[src/rtl/digit_pkg.sv]
// Shared definitions for the sequential decimal-digit unit: op codes, FSM states
// and constant helpers for range and latency.
package digit_pkg;

    localparam logic OP_DGT = 1'b0;
    localparam logic OP_DST = 1'b1;

    typedef enum logic [2:0] {
        IDLE,
        CONV,
        MOD,
        BUILD,
        DONE
    } state_t;

    // Largest magnitude representable with ndig decimal digits.
    function automatic int dmax(input int ndig);
        int v = 1;
        for (int i = 0; i < ndig; i++) v = v * 10;
        return v - 1;
    endfunction

    function automatic int lat(input int w, input int ndig);
        return w + ndig + 2;
    endfunction

endpackage

[src/rtl/digit_unit_seq_if.sv]
// Request/response bundle between the instruction sequencer and the digit unit.
interface digit_unit_seq_if #(
    parameter int W = 11
);
    logic                start;
    logic                clr;
    logic                op;
    logic signed [W-1:0] acc;
    logic signed [W-1:0] arg1;
    logic signed [W-1:0] arg2;
    logic                ready;
    logic                done;
    logic signed [W-1:0] out;

    modport master (
        output start, clr, op, acc, arg1, arg2,
        input  ready, done, out
    );

    modport slave (
        input  start, clr, op, acc, arg1, arg2,
        output ready, done, out
    );
endinterface

[src/rtl/bin2bcd_seq.sv]
// Iterative double-dabble converter: one shift-add-3 step per cycle, W steps
// after a load pulse; valid stays high until the next load.
module bin2bcd_seq #(
    parameter int W    = 11,
    parameter int NDIG = 3
) (
    input  logic              clk,
    input  logic              rst_n,
    input  logic              load,
    input  logic [W-1:0]      mag,
    output logic [4*NDIG-1:0] bcd,
    output logic              valid
);
    localparam int CW = $clog2(W + 1);

    logic [W-1:0]  bin_q;
    logic [CW-1:0] cnt_q;

    function automatic logic [4*NDIG-1:0] add3(input logic [4*NDIG-1:0] v);
        logic [4*NDIG-1:0] r = v;
        for (int k = 0; k < NDIG; k++)
            if (r[4*k +: 4] >= 4'd5) r[4*k +: 4] = r[4*k +: 4] + 4'd3;
        return r;
    endfunction

    always_ff @(posedge clk or negedge rst_n) begin
        if (!rst_n) begin
            bin_q <= '0;
            bcd   <= '0;
            cnt_q <= '0;
            valid <= 1'b0;
        end else if (load) begin
            bin_q <= mag;
            bcd   <= '0;
            cnt_q <= '0;
            valid <= 1'b0;
        end else if (cnt_q != CW'(W)) begin
            {bcd, bin_q} <= {add3(bcd), bin_q} << 1;
            cnt_q        <= cnt_q + CW'(1);
            valid        <= (cnt_q == CW'(W - 1));
        end
    end

endmodule

[src/rtl/digit_unit_seq.sv]
// Multi-cycle DGT/DST digit unit: clamp, convert to BCD, optionally replace one
// digit, rebuild the binary magnitude MS digit first, then apply the sign.
module digit_unit_seq
    import digit_pkg::*;
#(
    parameter int NDIG = 3,
    parameter int W    = 11
) (
    input  logic            clk,
    input  logic            rst_n,
    digit_unit_seq_if.slave bus
);
    localparam int DMAX = dmax(NDIG);
    localparam int CW   = $clog2(W + 1);
    localparam int IW   = (NDIG > 1) ? $clog2(NDIG) : 1;
    localparam int BW   = 4 * NDIG;
    localparam logic signed [W-1:0] DMAX_S = W'(DMAX);
    localparam logic signed [W-1:0] NDIG_S = W'(NDIG);

    function automatic logic signed [W-1:0] clamp_acc(input logic signed [W-1:0] a);
        if (a > DMAX_S)  return DMAX_S;
        if (a < -DMAX_S) return -DMAX_S;
        return a;
    endfunction

    // Magnitude is formed one bit wider so the most negative input cannot wrap.
    function automatic logic [3:0] sat_digit(input logic signed [W-1:0] a);
        logic signed [W:0] ax;
        ax = (W + 1)'(a);
        if (ax[W]) ax = -ax;
        return (ax > (W + 1)'(9)) ? 4'd9 : ax[3:0];
    endfunction

    function automatic logic [3:0] get_digit(input logic [BW-1:0] v, input int i);
        logic [3:0] d = 4'd0;
        for (int k = 0; k < NDIG; k++)
            if (k == i) d = v[4*k +: 4];
        return d;
    endfunction

    function automatic logic [BW-1:0] set_digit(input logic [BW-1:0] v, input int i,
                                                input logic [3:0] d);
        logic [BW-1:0] r = v;
        for (int k = 0; k < NDIG; k++)
            if (k == i) r[4*k +: 4] = d;
        return r;
    endfunction

    state_t              state;
    logic [CW-1:0]       cnt_q;
    logic                op_q, idx_ok_q, s_q, neg_q;
    logic [IW-1:0]       idx_q;
    logic [3:0]          nd_q;
    logic signed [W-1:0] cacc_q;
    logic [BW-1:0]       digs_q;
    logic [W-1:0]        r_q;
    logic [BW-1:0]       bcd;
    logic                bcd_valid;
    logic                accept;
    logic signed [W-1:0] acc_c, res_c, dg_c;
    logic [W-1:0]        mag_c;

    assign accept = (state == IDLE) && bus.start && !bus.clr;
    assign acc_c  = clamp_acc(bus.acc);
    assign mag_c  = acc_c[W-1] ? $unsigned(-acc_c) : $unsigned(acc_c);

    bin2bcd_seq #(.W(W), .NDIG(NDIG)) u_conv (
        .clk  (clk),
        .rst_n(rst_n),
        .load (accept),
        .mag  (mag_c),
        .bcd  (bcd),
        .valid(bcd_valid)
    );

    always_comb begin
        dg_c  = W'(get_digit(digs_q, int'(idx_q)));
        res_c = '0;
        if (op_q == OP_DGT) begin
            if (idx_ok_q) res_c = s_q ? -dg_c : dg_c;
        end else if (!idx_ok_q) begin
            res_c = cacc_q;
        end else if (r_q != '0) begin
            res_c = neg_q ? -$signed(r_q) : $signed(r_q);
        end
    end

    always_ff @(posedge clk or negedge rst_n) begin
        if (!rst_n) begin
            state     <= IDLE;
            cnt_q     <= '0;
            op_q      <= OP_DGT;
            idx_ok_q  <= 1'b0;
            s_q       <= 1'b0;
            neg_q     <= 1'b0;
            idx_q     <= '0;
            nd_q      <= '0;
            cacc_q    <= '0;
            digs_q    <= '0;
            r_q       <= '0;
            bus.ready <= 1'b1;
            bus.done  <= 1'b0;
            bus.out   <= '0;
        end else if (bus.clr) begin
            state     <= IDLE;
            cnt_q     <= '0;
            bus.ready <= 1'b1;
            bus.done  <= 1'b0;
        end else begin
            bus.done <= 1'b0;
            case (state)
                IDLE: if (bus.start) begin
                    op_q      <= bus.op;
                    idx_ok_q  <= !bus.arg1[W-1] && (bus.arg1 < NDIG_S);
                    idx_q     <= bus.arg1[IW-1:0];
                    nd_q      <= sat_digit(bus.arg2);
                    s_q       <= bus.acc[W-1];
                    neg_q     <= bus.arg2[W-1] || ((bus.arg2 == '0) && bus.acc[W-1]);
                    cacc_q    <= acc_c;
                    cnt_q     <= '0;
                    bus.ready <= 1'b0;
                    state     <= CONV;
                end
                CONV: begin
                    if (cnt_q == CW'(W - 1)) begin
                        cnt_q <= '0;
                        state <= MOD;
                    end else begin
                        cnt_q <= cnt_q + CW'(1);
                    end
                end
                MOD: if (bcd_valid) begin
                    digs_q <= (op_q == OP_DST && idx_ok_q) ?
                              set_digit(bcd, int'(idx_q), nd_q) : bcd;
                    r_q    <= '0;
                    state  <= BUILD;
                end
                // r*10 as two shifts; the rebuilt value never exceeds DMAX.
                BUILD: begin
                    r_q <= (r_q << 3) + (r_q << 1) +
                           W'(get_digit(digs_q, NDIG - 1 - int'(cnt_q)));
                    if (cnt_q == CW'(NDIG - 1)) begin
                        cnt_q <= '0;
                        state <= DONE;
                    end else begin
                        cnt_q <= cnt_q + CW'(1);
                    end
                end
                DONE: begin
                    bus.out   <= res_c;
                    bus.done  <= 1'b1;
                    bus.ready <= 1'b1;
                    state     <= IDLE;
                end
                default: state <= IDLE;
            endcase
        end
    end

endmodule

[src/flat_wrapper.sv]
// flat-port wrapper written by rule: the top's interface ports become plain ports
module digit_unit_seq_flat import digit_pkg::*;
#(
    parameter int NDIG = 3,
    parameter int W    = 11
)
  (clk, rst_n, bus_start, bus_clr, bus_op, bus_acc, bus_arg1, bus_arg2, bus_ready, bus_done, bus_out);
  digit_unit_seq_if #(.W(W)) bus_i ();
  input  logic clk;
  input  logic rst_n;
  input wire logic [$bits(bus_i.start)-1:0] bus_start;
  input wire logic [$bits(bus_i.clr)-1:0] bus_clr;
  input wire logic [$bits(bus_i.op)-1:0] bus_op;
  input wire logic [$bits(bus_i.acc)-1:0] bus_acc;
  input wire logic [$bits(bus_i.arg1)-1:0] bus_arg1;
  input wire logic [$bits(bus_i.arg2)-1:0] bus_arg2;
  output wire logic [$bits(bus_i.ready)-1:0] bus_ready;
  output wire logic [$bits(bus_i.done)-1:0] bus_done;
  output wire logic [$bits(bus_i.out)-1:0] bus_out;
  assign bus_i.start = bus_start;
  assign bus_i.clr = bus_clr;
  assign bus_i.op = bus_op;
  assign bus_i.acc = bus_acc;
  assign bus_i.arg1 = bus_arg1;
  assign bus_i.arg2 = bus_arg2;
  assign bus_ready = bus_i.ready;
  assign bus_done = bus_i.done;
  assign bus_out = bus_i.out;
  digit_unit_seq #(.NDIG(NDIG), .W(W)) u_core (.clk(clk), .rst_n(rst_n), .bus(bus_i));
endmodule
[config.mk]
export PLATFORM = sky130hd
export DESIGN_NAME = digit_unit_seq_flat
export DESIGN_NICKNAME = d
export VERILOG_FILES = /design/src/rtl/digit_pkg.sv /design/src/rtl/digit_unit_seq_if.sv /design/src/rtl/bin2bcd_seq.sv /design/src/rtl/digit_unit_seq.sv /design/src/flat_wrapper.sv
export SDC_FILE = /design/constraint.sdc
export NUM_CORES = 1
export LEC_CHECK = 0
export CORE_MARGIN = 2
export CORE_UTILIZATION = 50
export DETAILED_ROUTE_END_ITERATION = 7
export PLACE_DENSITY = 0.7
export SYNTH_ARGS = -nofsm -noshare
export SYNTH_HDL_FRONTEND = slang
export SYNTH_HIERARCHICAL = 1
export SYNTH_SLANG_ARGS = --single-unit
[constraint.sdc]
create_clock -name clk -period 8.9 [get_ports clk]
set_input_delay 1.78 -clock clk [delete_from_list [all_inputs] [get_ports clk]]
set_output_delay 1.78 -clock clk [all_outputs]
set_load 0.01 [all_outputs]
==> impl_metrics.csv <==
group,metric,value,unit
die,die_y,115,um
die,rows,40,
cts,ctsHoldBuffers,0,
global_routing,grt-ovfl-total,0,
power,vdd_ir_drop_max,0.133,mV
cts,cts_buffer_depth,2,
timing,rsz0062_at_grt,"no",
min_path,min_path_cells,2,
die,dieArea,13200,um^2
logic_synthesis,synth.area.top_cells,"dfrtp_1 (37%), ha_1 (7.3%), mux2i_1 (5.5%)",
placed_design,dp_cells,852,
global_routing,grt_pass1_vias,5163,
timing,period_needed,5.02,ns
worst_setup_path,start_kind,"input pin",
logic_synthesis,postSynthCellCount,684,
cells_and_area,drive_gt1_share,5.69,%
timing,fmax,0.199,GHz
worst_setup_path,rr_worst_depth,14,
cts,cts.sinks,92,
global_routing,antenna_found_initial,0,
worst_setup_path,critPathSlowestCell,"nor4_1",
global_routing,grt_usage,23.4,%
logic_synthesis,ys_seq_elements,92,
detailed_routing,ant_nets,0,
timing,fin_crit_sh,56.4,%
timing,setup_tns,0,ns
worst_setup_path,worst-setup-path-type,"in2reg",
logic_synthesis,synth-edff-count,0,
timing,skew,0.00444,ns
cells_and_area,layout_common_cells,"dfrtp_1 (91), nand2_1 (71), nor2_1 (68)",
logic_synthesis,avgSynthCellArea,8.99,um^2
logic_synthesis,synth_area,6150,um^2
run_status,status,"complete, no violations",
timing,slew_headroom,18.8,%
detailed_routing,vias,5237,
timing,tightest_slew,1.21,ns
cts,clock_latency,0.34,ns
worst_setup_path,crit_family,"simple AND/OR/NAND/NOR gates",
cts,cts_tree,"built",
cells_and_area,synthToLayoutAreaGrowth,14.2,%
die,initial_core_util,51.2,%
die,num_io_pins,51,
detailed_routing,post_drt_wl_per_cell,16.9,um
worst_setup_path,cp.required,9.11,ns
worst_setup_path,worst-path-stages,16,
global_routing,grt_pass1_wl,24800,um
cells_and_area,multi_input_comb_area,3540,um^2
cells_and_area,fin_cells,868,
worst_setup_path,max_stage_delay,0.47,ns
detailed_routing,dr.pass1.iters,5,
worst_setup_path,crit_fanout,17,
timing,finalHoldViolCount,0,
logic_synthesis,synth_ff_type,"dfrtp_1",
timing,slew_viol_final,0,
cells_and_area,register_area,2300,um^2
timing,fin_hold_ws,0.500,ns
detailed_routing,drc,0,
power,leakagePower,3.09,nW
cts,h-tree-depth,3,
timing,setup_violations,0,
worst_setup_path,critPathArrivalTime,5.23,ns
logic_synthesis,yosysWarnings,6,
cells_and_area,num_antenna_cells,0,
detailed_routing,drtIter0Drc,346,
die,core_area,12000,um^2
cells_and_area,num-nets-final,792,
detailed_routing,drt-vias-per-instance,6.03,
logic_synthesis,yosys.area.top_type,"dfrtp_1",
worst_setup_path,cpMostUsedCell,"nand2_1",
cts,post_cts_buffers,0,
placed_design,hpwl,10800,um
placed_design,place_congestion,0.980,
cts,cts_made_buffers,9,
die,fp.dieW,115,um
logic_synthesis,async_flop_share,100,%
cells_and_area,nFillCells,1063,
global_routing,grt_max_degree,59,
cts,root_buffer,"clkbuf_16",
detailed_routing,wl,14700,um
logic_synthesis,yosysUniqueCellTypes,73,
cts,cts.repair.resized,0,
job,drv_cap,0,
cts,clkTransAtPathRegs,0.06,ns
placed_design,io_buffers,50,
min_path,min_path_type,"reg2reg",
logic_synthesis,seq_area_frac_synth,37.5,%
worst_setup_path,cp-end-kind,"flip-flop",
logic_synthesis,synth_top_cell_area_share,37.1,%
worst_setup_path,worstPathCellList,"clkdlybuf4s50_1, or3_1, a31oi_1, nand2_1, nand2_1, ha_1, inv_1, a21oi_1, ha_1, nand2b_1, nor4_1, a21oi_1, xnor2_1, nand2_1, nand2_1, o21ai_1",
logic_synthesis,syn_nets,760,
power,power.density,196,nW/um^2
worst_setup_path,cp_num_buf_inv,2,
cells_and_area,final_common_cell,"dfrtp_1",
==> cell usage after synthesis (6+ instances only) <==
cell / count
dfrtp_1: 91
nor2_1: 68
o211ai_1: 8
o21ai_1: 9
o22a_1: 8
clkbuf_1: 23
nor4_1: 6
nor2b_1: 13
xor2_1: 14
or3_1: 12
a2bb2oi_1: 6
xnor2_1: 15
a21oi_1: 39
nand3_1: 7
o31ai_1: 6
nand2_1: 71
inv_1: 37
o21ai_0: 45
ha_1: 36
nor3_1: 17
a31oi_1: 9
a22oi_1: 7
mux2i_1: 34
==> routing by layer <==
| layer | track usage, % | vias up | part of all wire, % |
|---|---|---|---|
| li1 | - | 2542 | - |
| met1 | 31.3 | 2566 | 46 |
| met2 | 39.7 | 112 | 49 |
| met3 | 4.38 | 17 | 3.3 |
| met4 | 5.30 | 0 | 1.2 |
| met5 | 0 | - | 0 |
==> tightest hold or removal path, stage by stage (launching register included) <==
cell	delay, ns
dfrtp_1	0.35
nand2_1	0.05
o21ai_0	0.07
==> path summary, 6_finish.rpt <==
kind	from	end	slack, ns
max in group asynchronous	rst_n	u_core/u_conv/cnt_q[1]	6.41
worst min-delay path	u_core/cacc_q[4]	u_core/cacc_q[4]	0.50
worst min register to register	u_core/cacc_q[4]	u_core/cacc_q[4]	0.50
worst max register to register	u_core/cnt_q[1]	u_core/r_q[10]	4.82
min in group asynchronous	rst_n	u_core/state[0]	1.38
worst max-delay path	bus_acc[1]	u_core/u_conv/bin_q[8]	3.88
==> metrics by stage <==
stage          cell area (um^2)  power [mW]  worst slack, ns  utilization, %
4_1_cts                    7020        1.38             3.94            58.4
6_report                   7020        1.37             3.88            58.4
3_3_place_gp               6700       0.946             3.71            55.8
5_1_grt                    7020        1.47             3.55            58.4
3_5_place_dp               6700       0.969             3.58            55.8
2_1_floorplan              6150       0.845             4.53               -
==> cell families after synthesis <==
group,after synthesis,share of synthesized area (%)
adders and majority gates,38,7.98
AOI/OAI and AO/OA,193,21.5
buffers and inverters,71,4.99
DFF,92,37.5
muxes,35,5.72
xor gates and xnor gates,29,4.13
and+or+nand+nor,226,18.2
==> sequential cells by signal, summed over array words and instances (netlist names) <==
signal               flops
u_core/cnt_q             4
u_core/idx_ok_q          1
u_core/bus.ready         1
u_core/bus.out          11
u_core/digs_q           12
u_core/nd_q              4
u_core/op_q              1
u_core/idx_q             2
u_core/u_conv/bin_q     11
u_core/neg_q             1
u_core/r_q              11
u_core/u_conv/cnt_q      4
u_core/u_conv/bcd       12
u_core/s_q               1
u_core/u_conv/valid      1
u_core/bus.done          1
u_core/cacc_q           11
u_core/state             3
==> layout make-up <==
| class | instances | share of cell area, % |
|---|---|---|
| multi-input combinational | 521 | 50.5 |
| timing repair buffer | 54 | 7.52 |
| inverter | 38 | 2.03 |
| sequential | 92 | 32.8 |
| tap | 147 | 2.62 |
| clock inverter | 6 | 1.27 |
| clock buffer | 10 | 3.26 |
==> power breakdown <==
group / internal (mW) / total, mW / switching [mW]
registers: 0.492 / 0.577 / 0.0846
clock network: 0.246 / 0.406 / 0.160
logic: 0.184 / 0.391 / 0.207
total: 0.921 / 1.37 / 0.452
Power figures use the tool's default switching activity.
